## src/rtl/alu_share_pkg.sv

```systemverilog
// alu_share_pkg: op encoding, FSM states and width default shared by the ALU arbiter
package alu_share_pkg;
  localparam int WIDTH_DEF = 8;
  typedef enum logic [1:0] {OP_AND = 2'b00, OP_OR = 2'b01, OP_XOR = 2'b10, OP_ADD = 2'b11} op_e;
  typedef enum logic [1:0] {IDLE = 2'b00, EXEC = 2'b01, RESP = 2'b10} state_e;
endpackage

```

## src/rtl/alu_core.sv

```systemverilog
// alu_core: combinational AND/OR/XOR/ADD with carry-out for ADD only
module alu_core
  import alu_share_pkg::*;
#(
  parameter int WIDTH = WIDTH_DEF
) (
  input  op_e              op,
  input  logic [WIDTH-1:0] a,
  input  logic [WIDTH-1:0] b,
  output logic [WIDTH-1:0] result,
  output logic             carry
);
  logic [WIDTH:0] sum;
  always_comb begin
    sum    = {1'b0, a} + {1'b0, b};
    result = op == OP_AND ? a & b :
             op == OP_OR  ? a | b :
             op == OP_XOR ? a ^ b : sum[WIDTH-1:0];
    carry  = op == OP_ADD ? sum[WIDTH] : 1'b0;
  end
endmodule

```

## src/rtl/alu_share_arb.sv

```systemverilog
// alu_share_arb: round-robin arbitration of two requesters onto one shared ALU
module alu_share_arb
  import alu_share_pkg::*;
#(
  parameter int WIDTH = WIDTH_DEF
) (
  input  logic             clk,
  input  logic             rst_n,
  input  logic             req0,
  input  logic             req1,
  input  logic [1:0]       op0,
  input  logic [1:0]       op1,
  input  logic [WIDTH-1:0] a0,
  input  logic [WIDTH-1:0] b0,
  input  logic [WIDTH-1:0] a1,
  input  logic [WIDTH-1:0] b1,
  output logic             gnt0,
  output logic             gnt1,
  output logic             rsp_valid,
  input  logic             rsp_ready,
  output logic             rsp_id,
  output logic [WIDTH-1:0] result,
  output logic             carry,
  output logic             busy
);
  state_e           state, state_nx;
  logic [1:0]       rst_sync;
  logic             rst_i_n;
  logic             ptr, win1, id_q;
  op_e              op_q;
  logic [WIDTH-1:0] a_q, b_q, alu_res;
  logic             alu_c;
  // reset asserts asynchronously but releases only after two clean clk edges
  always_ff @(posedge clk or negedge rst_n)
    if (!rst_n) rst_sync <= 2'b00;
    else rst_sync <= {rst_sync[0], 1'b1};
  assign rst_i_n = rst_sync[1];
  // ptr == 0 gives requester 0 priority on a tie
  assign win1 = req1 & (~req0 | ptr);
  always_ff @(posedge clk or negedge rst_i_n)
    if (!rst_i_n) state <= IDLE;
    else state <= state_nx;
  always_comb begin
    state_nx = IDLE;
    state_nx = state == IDLE ? ((req0 | req1) ? EXEC : IDLE) :
               state == EXEC ? RESP :
               state == RESP ? (rsp_ready ? IDLE : RESP) : IDLE;
  end
  always_ff @(posedge clk or negedge rst_i_n)
    if (!rst_i_n) begin
      gnt0   <= 1'b0;
      gnt1   <= 1'b0;
      ptr    <= 1'b0;
      id_q   <= 1'b0;
      op_q   <= OP_AND;
      a_q    <= '0;
      b_q    <= '0;
      rsp_id <= 1'b0;
      result <= '0;
      carry  <= 1'b0;
    end else begin
      gnt0 <= state == IDLE && req0 && !win1;
      gnt1 <= state == IDLE && win1;
      if (state == IDLE && (req0 | req1)) begin
        ptr  <= ~win1;
        id_q <= win1;
        op_q <= op_e'(win1 ? op1 : op0);
        a_q  <= win1 ? a1 : a0;
        b_q  <= win1 ? b1 : b0;
      end
      if (state == EXEC) begin
        result <= alu_res;
        carry  <= alu_c;
        rsp_id <= id_q;
      end
    end
  assign rsp_valid = state == RESP;
  assign busy      = state != IDLE;
  alu_core #(.WIDTH(WIDTH)) u_core (
    .op    (op_q),
    .a     (a_q),
    .b     (b_q),
    .result(alu_res),
    .carry (alu_c)
  );
endmodule

```

## config.mk

```make
export PLATFORM = sky130hd
export DESIGN_NAME = alu_share_arb
export DESIGN_NICKNAME = d
export VERILOG_FILES = /design/src/rtl/alu_share_pkg.sv /design/src/rtl/alu_core.sv /design/src/rtl/alu_share_arb.sv
export SDC_FILE = /design/constraint.sdc
export NUM_CORES = 1
export LEC_CHECK = 0
export ABC_AREA = 1
export CAP_MARGIN = 30
export CORE_ASPECT_RATIO = 1.25
export CORE_MARGIN = 2
export CORE_UTILIZATION = 44
export DETAILED_ROUTE_END_ITERATION = 10
export GPL_TIMING_DRIVEN = 0
export PLACE_DENSITY = 0.76
export SYNTH_ARGS = -nofsm -noshare
export SYNTH_HDL_FRONTEND = slang
export SYNTH_SLANG_ARGS = --single-unit
```

## constraint.sdc

```tcl
create_clock -name clk -period 1.03 [get_ports clk]
set_input_delay 0.103 -clock clk [delete_from_list [all_inputs] [get_ports clk]]
set_output_delay 0.103 -clock clk [all_outputs]
set_load 0.01 [all_outputs]
```

; ---- Word level (Yosys, flattened, before mapping)
; Cells that the tools add are included.
[totals]
out_inout_bits = 14
inputBits = 41
ff_bits = 36
[classes]
mux = 12
n_reduce_logical = 8
eq_ne = 5
bitwise_logic = 8
n_addsub = 1
[op_table]
columns = operator, n
row1 = 2-to-1 mux 8 bit, 5
row2 = 2-to-1 mux 2 bit, 5
row3 = adder 8 x 8 -> 9 bit, 1
row4 = bitwise AND 8 bit, 1
row5 = OR 8 bit, 1
row6 = XOR 8 bit, 1
row7 = equality test 2 bit (second input constant), 3
row8 = equality test 2 x 1 -> 1 bit (second input constant), 2
row9 = logical AND 1 bit, 4
row10 = logical NOT 2 bit, 2
row11 = 2-to-1 mux 1 bit, 2
row12 = inverter 1 bit, 2
row13 = OR 1 bit, 2
row14 = nonzero test 2 bit, 1
row15 = bitwise AND 1 bit, 1
row16 = logical NOT 1 bit, 1

; ---- Depth between registers and ports, before layout
[logic_depth]
word_depth = 5
mapped_depth = 12
ltp_nobuf = 12

; ---- Cells and area by module
; Synthesis repeated with hierarchy kept, for this count alone.
[unflattened]
hier_cells = 308
area_unflattened_um2 = 2358.5
[modules_own_cells]
columns = mod, cells_each, instances, area_each_um2, seq_area_each_um2
row1 = alu_share_arb, 177, 1, 1606.5, 900.9
row2 = alu_core, 131, 1, 752.0, 0.0

; ---- Least setup slack after synthesis
; OpenSTA, ideal clock, no wires.
[synth_path]
kind = register -> register
from = register a_q[0]
to = register result[6]
arrival_time_ns = 1.431
slack_ns = -0.479
path_stages_with_launch = 11
synth_period_minus_slack_ns = 1.509
required_ns = 0.953
setup_ns = 0.077
path_buffers = 0
cell_sequence = dfrtp_1 -> ha_1 -> inv_1 -> fa_1 -> inv_1 -> nand2_1 -> nand3_1 -> nand2_1 -> nand2_1 -> nand3_1 -> a21oi_1
[synth_via]
elab_chain_len = 4
[synth_rtl]
columns = element, line_no
row1 = start: declaration, alu_share_arb.sv:31  ; logic [WIDTH-1:0] a_q, b_q, alu_res;
row2 = start signal: assignment, alu_share_arb.sv:68  ; a_q <= win1 ? a1 : a0;
row3 = adder 8 x 8 -> 9 bit, alu_core.sv:15  ; sum = {1'b0, a} + {1'b0, b};
row4 = 2-to-1 mux 8 bit, alu_core.sv:18  ; op == OP_XOR ? a ^ b : sum[WIDTH-1:0];
row5 = 2-to-1 mux 8 bit, alu_core.sv:17  ; op == OP_OR ? a | b :
row6 = 2-to-1 mux 8 bit, alu_core.sv:16  ; result = op == OP_AND ? a & b :
row7 = end signal: assignment, alu_share_arb.sv:72  ; result <= alu_res;
row8 = end: declaration, alu_share_arb.sv:22  ; output logic [WIDTH-1:0] result,
; No other way between the ends.
; A chain may end at the register's enable or synchronous reset.

; ---- Worst setup path in the final report
[layout_path]
from = register a_q[0]
to = register result[4]
; Same word-level chain as after synthesis.

==> results.md <==
* Vias in the first global route at 2143
* DP Cell Count at about 380
* Initial Util at 0.454
* Clock root buffer: clkbuf_8
* Layout Nets at approximately 420
* Filler Cells Inserted at 301
* DR WL/cell at 16.5 um
* Setup TNS at -9.09 ns
* Largest cells by area after synthesis: dfrtp_1 (42%), nand2_1 (13%), ha_1 (9.3%)
* PwrDens at approximately 3500 mW/mm2
* Worst Slack Setup Final at -0.557 ns
* CTS tree: done
* Post-synth top area share at 0.420
* Arrival time worst endpoint at between 1.5 and 2 ns
* Synthesized area at roughly 0.0021 mm2
* Cell taking the most area after synthesis: dfrtp_1
* HPWL after detailed placement at roughly 3.8 mm
* Area after DPL at roughly 0.0029 mm2
* Async S/R FF share, synth at 1.00
* GRT Total Usage at 0.256
* Most used cell, CP: nand2_1
* Layout overhead on the synthesized area at 67.1%
* CP Cell Sequence: ha_2, inv_2, fa_2, o21bai_1, nand2_1, nand2_1, nand3_1, a21oi_1
* Slowest cell on the critical path: dfrtp_1
* Worst endpoint required time at 1.24 ns
* Routability cong. at ~0.84
* Final instance area at around 0.0036 mm2
* Global-route wire length before repair at just over 10 mm
* Remaining global-route overflow at 0
* Hold Violations, Final at 0
* Initial drt markers at 170
* Dpl ws at -0.523 ns
* CP endpoint kind: flop
* Period Utilization, post-route at 1.54
* Worst Path Buf+Inv at 1
* Die Area at about 0.0055 mm2
* FF-to-FF path depth at 8
* Min Tclk post-route at about 1.6 ns
* Worst skew pair latency at about 0.30 ns
* Hold WS at around 0.29 ns
* Seq cells post-synth at 36
* Yosys Warn Count at 0
* Ant. Diodes at 0
* DRC Markers at 0
* Worst Setup Start Kind: flop
* DRT Pass-1 Iters at 4
* Commonest non-fill, non-tap cell in the layout: nand2_1
* Avg Cell Area, Syn at a little over 8 um2
* Final ANT Viol Nets at 0
* Failing checks: setup timing
* Synthesized Nets at about 320
* Final setup violation count at 34
* Num CTS Buffers at 5
* Utilization after layout at 0.758
* Vias at ~2.2k
* I/O pin cnt at between 50 and 60
* Non-filler cells, final at between 400 and 500
* Synth Flop Type: dfrtp_1
* Class of the worst hold path: reg -> async
* Total power at 12.5 mW
* Register area share after synthesis at 0.420
* Worst vdd ir at just over 2000 uV
* Clock Path Buffers at 2
* Most frequent cells in the layout: nand2_1 (46), clkdlybuf4s50_1 (40), dfrtp_1 (34)
* Count of different cell masters after synthesis at 28
* Port Buffer Count at 54
* Rows at 28
* Critical path's largest stage delay at roughly 0.37 ns
* # H-tree levels at 2
* Routed wire length at about 7.0 mm
* Pleak at about 1.7 nW
* Unrepaired setup endpoints after global routing: yes
* Clock Skews at approximately 0.011 ns
* Cells after Synth at approximately 260
* Levels on crit path at 8
* CP delay by family, top: adder cells
* Max Slew Vio Count at 0
* Die Wd at about 66 um
* Fmax at roughly 630 MHz
* Ratio of cells with drive above 1 in the final layout at 0.410
* Outcome: finished with violations
* Critical path class: reg -> reg
* Die Y at approximately 82 um
* Worst-path clk slew at roughly 0.08 ns
* Avg Vias per Cell at roughly 5.3
* Core Region at 0.00473 mm2
* Initial antenna violation count at 0
* MaxCap Viol Count at 0
* Crit path max fanout at 3
* Clk sinks at 36
* EDFF count, synth at 0
* Largest net degree at the start of global routing at 35
-- logic make-up after synthesis --
family	synth area share
other	0.00175
flip-flops	0.420
multiplexers	0.00466
adder cells (fa/ha/maj)	0.103
AND/OR/NAND/NOR	0.229
buffers and inverters	0.0910
AO/OA/AOI/OAI	0.152
-- synth_stat cells (2+ instances only) --
cell type  instances
nand3_1           14
a21oi_1           10
o21ai_1            5
o21ai_0            6
o21bai_1           3
dfrtp_1           36
buf_6              2
nand2_1           75
a211oi_1           2
inv_1             31
inv_2              7
nand2_2            2
nor2_4             3
o211ai_1          18
ha_1              16
buf_2              4
nor2_1            16
a21oi_2            3
-- timing repair --
action                                  in CTS  in global routing
gates cloned                                 4                  0
endpoints found under the setup margin      46                 44
hold endpoints to repair                     2                  0
buffers inserted                            22                 12
resized for setup                           96                 48
pin swaps                                   13                 11
hold buffers                                 1                  0
-- path summary, 6_finish.rpt --
path / slack, ns / endpoint / startpoint
worst max-delay path: -0.56 / result[4]$_DFFE_PN0N_ / a_q[0]$_DFFE_PN0P_
worst min-delay path: 0.29 / a_q[0]$_DFFE_PN0P_ / rst_sync[1]$_DFF_PN0_
worst max register to register: -0.56 / result[4]$_DFFE_PN0N_ / a_q[0]$_DFFE_PN0P_
worst min register to register: 0.29 / a_q[0]$_DFFE_PN0P_ / rst_sync[1]$_DFF_PN0_
max in group asynchronous: 0.39 / rst_sync[1]$_DFF_PN0_ / rst_n
min in group clk: 0.36 / rst_sync[1]$_DFF_PN0_ / rst_sync[0]$_DFF_PN0_
-- report_power, final --
group / total [mW] / internal [mW] / switching (mW)
Sequential: 2.55 / 2.08 / 0.467
Combinational: 8.53 / 4.08 / 4.46
Clock: 1.39 / 0.855 / 0.532
Total: 12.5 / 7.01 / 5.46
-- sequential cells by signal, indices dropped and copies added (netlist names) --
signal    flops
state         2
b_q           8
ptr           1
result        8
op_q          2
carry         1
rsp_id        1
id_q          1
a_q           8
gnt0          1
rst_sync      2
gnt1          1
-- worst register-to-register path, stage by stage (launching register included) --
cell and delay, ns:
dfrtp_1 0.37, ha_2 0.20, inv_2 0.04, fa_2 0.36, o21bai_1 0.20, nand2_1 0.07, nand2_1 0.06, nand3_1 0.07
a21oi_1 0.13
-- layout make-up --
cell class              count  area (um2)  area share
repair buffers             90         893       0.249
well taps                  60        75.1      0.0209
inverters                  39         159      0.0443
flip-flops and latches     36         906       0.253
plain buffers               7        96.3      0.0269
multi-input cells         181        1330       0.371
clock inverters             1        30.0     0.00838
clock buffers               7        96.3      0.0269
-- layer usage --
layer	wire length, um	vias to the layer above	share of wire	global-route usage
li1	-	1041	-	-
met1	2680	1073	0.39	0.291
met2	3710	80	0.53	0.460
met3	350	19	0.050	0.0397
met4	210	0	0.030	0.127
met5	0	-	0	0
(Power assumes the default switching activity.)
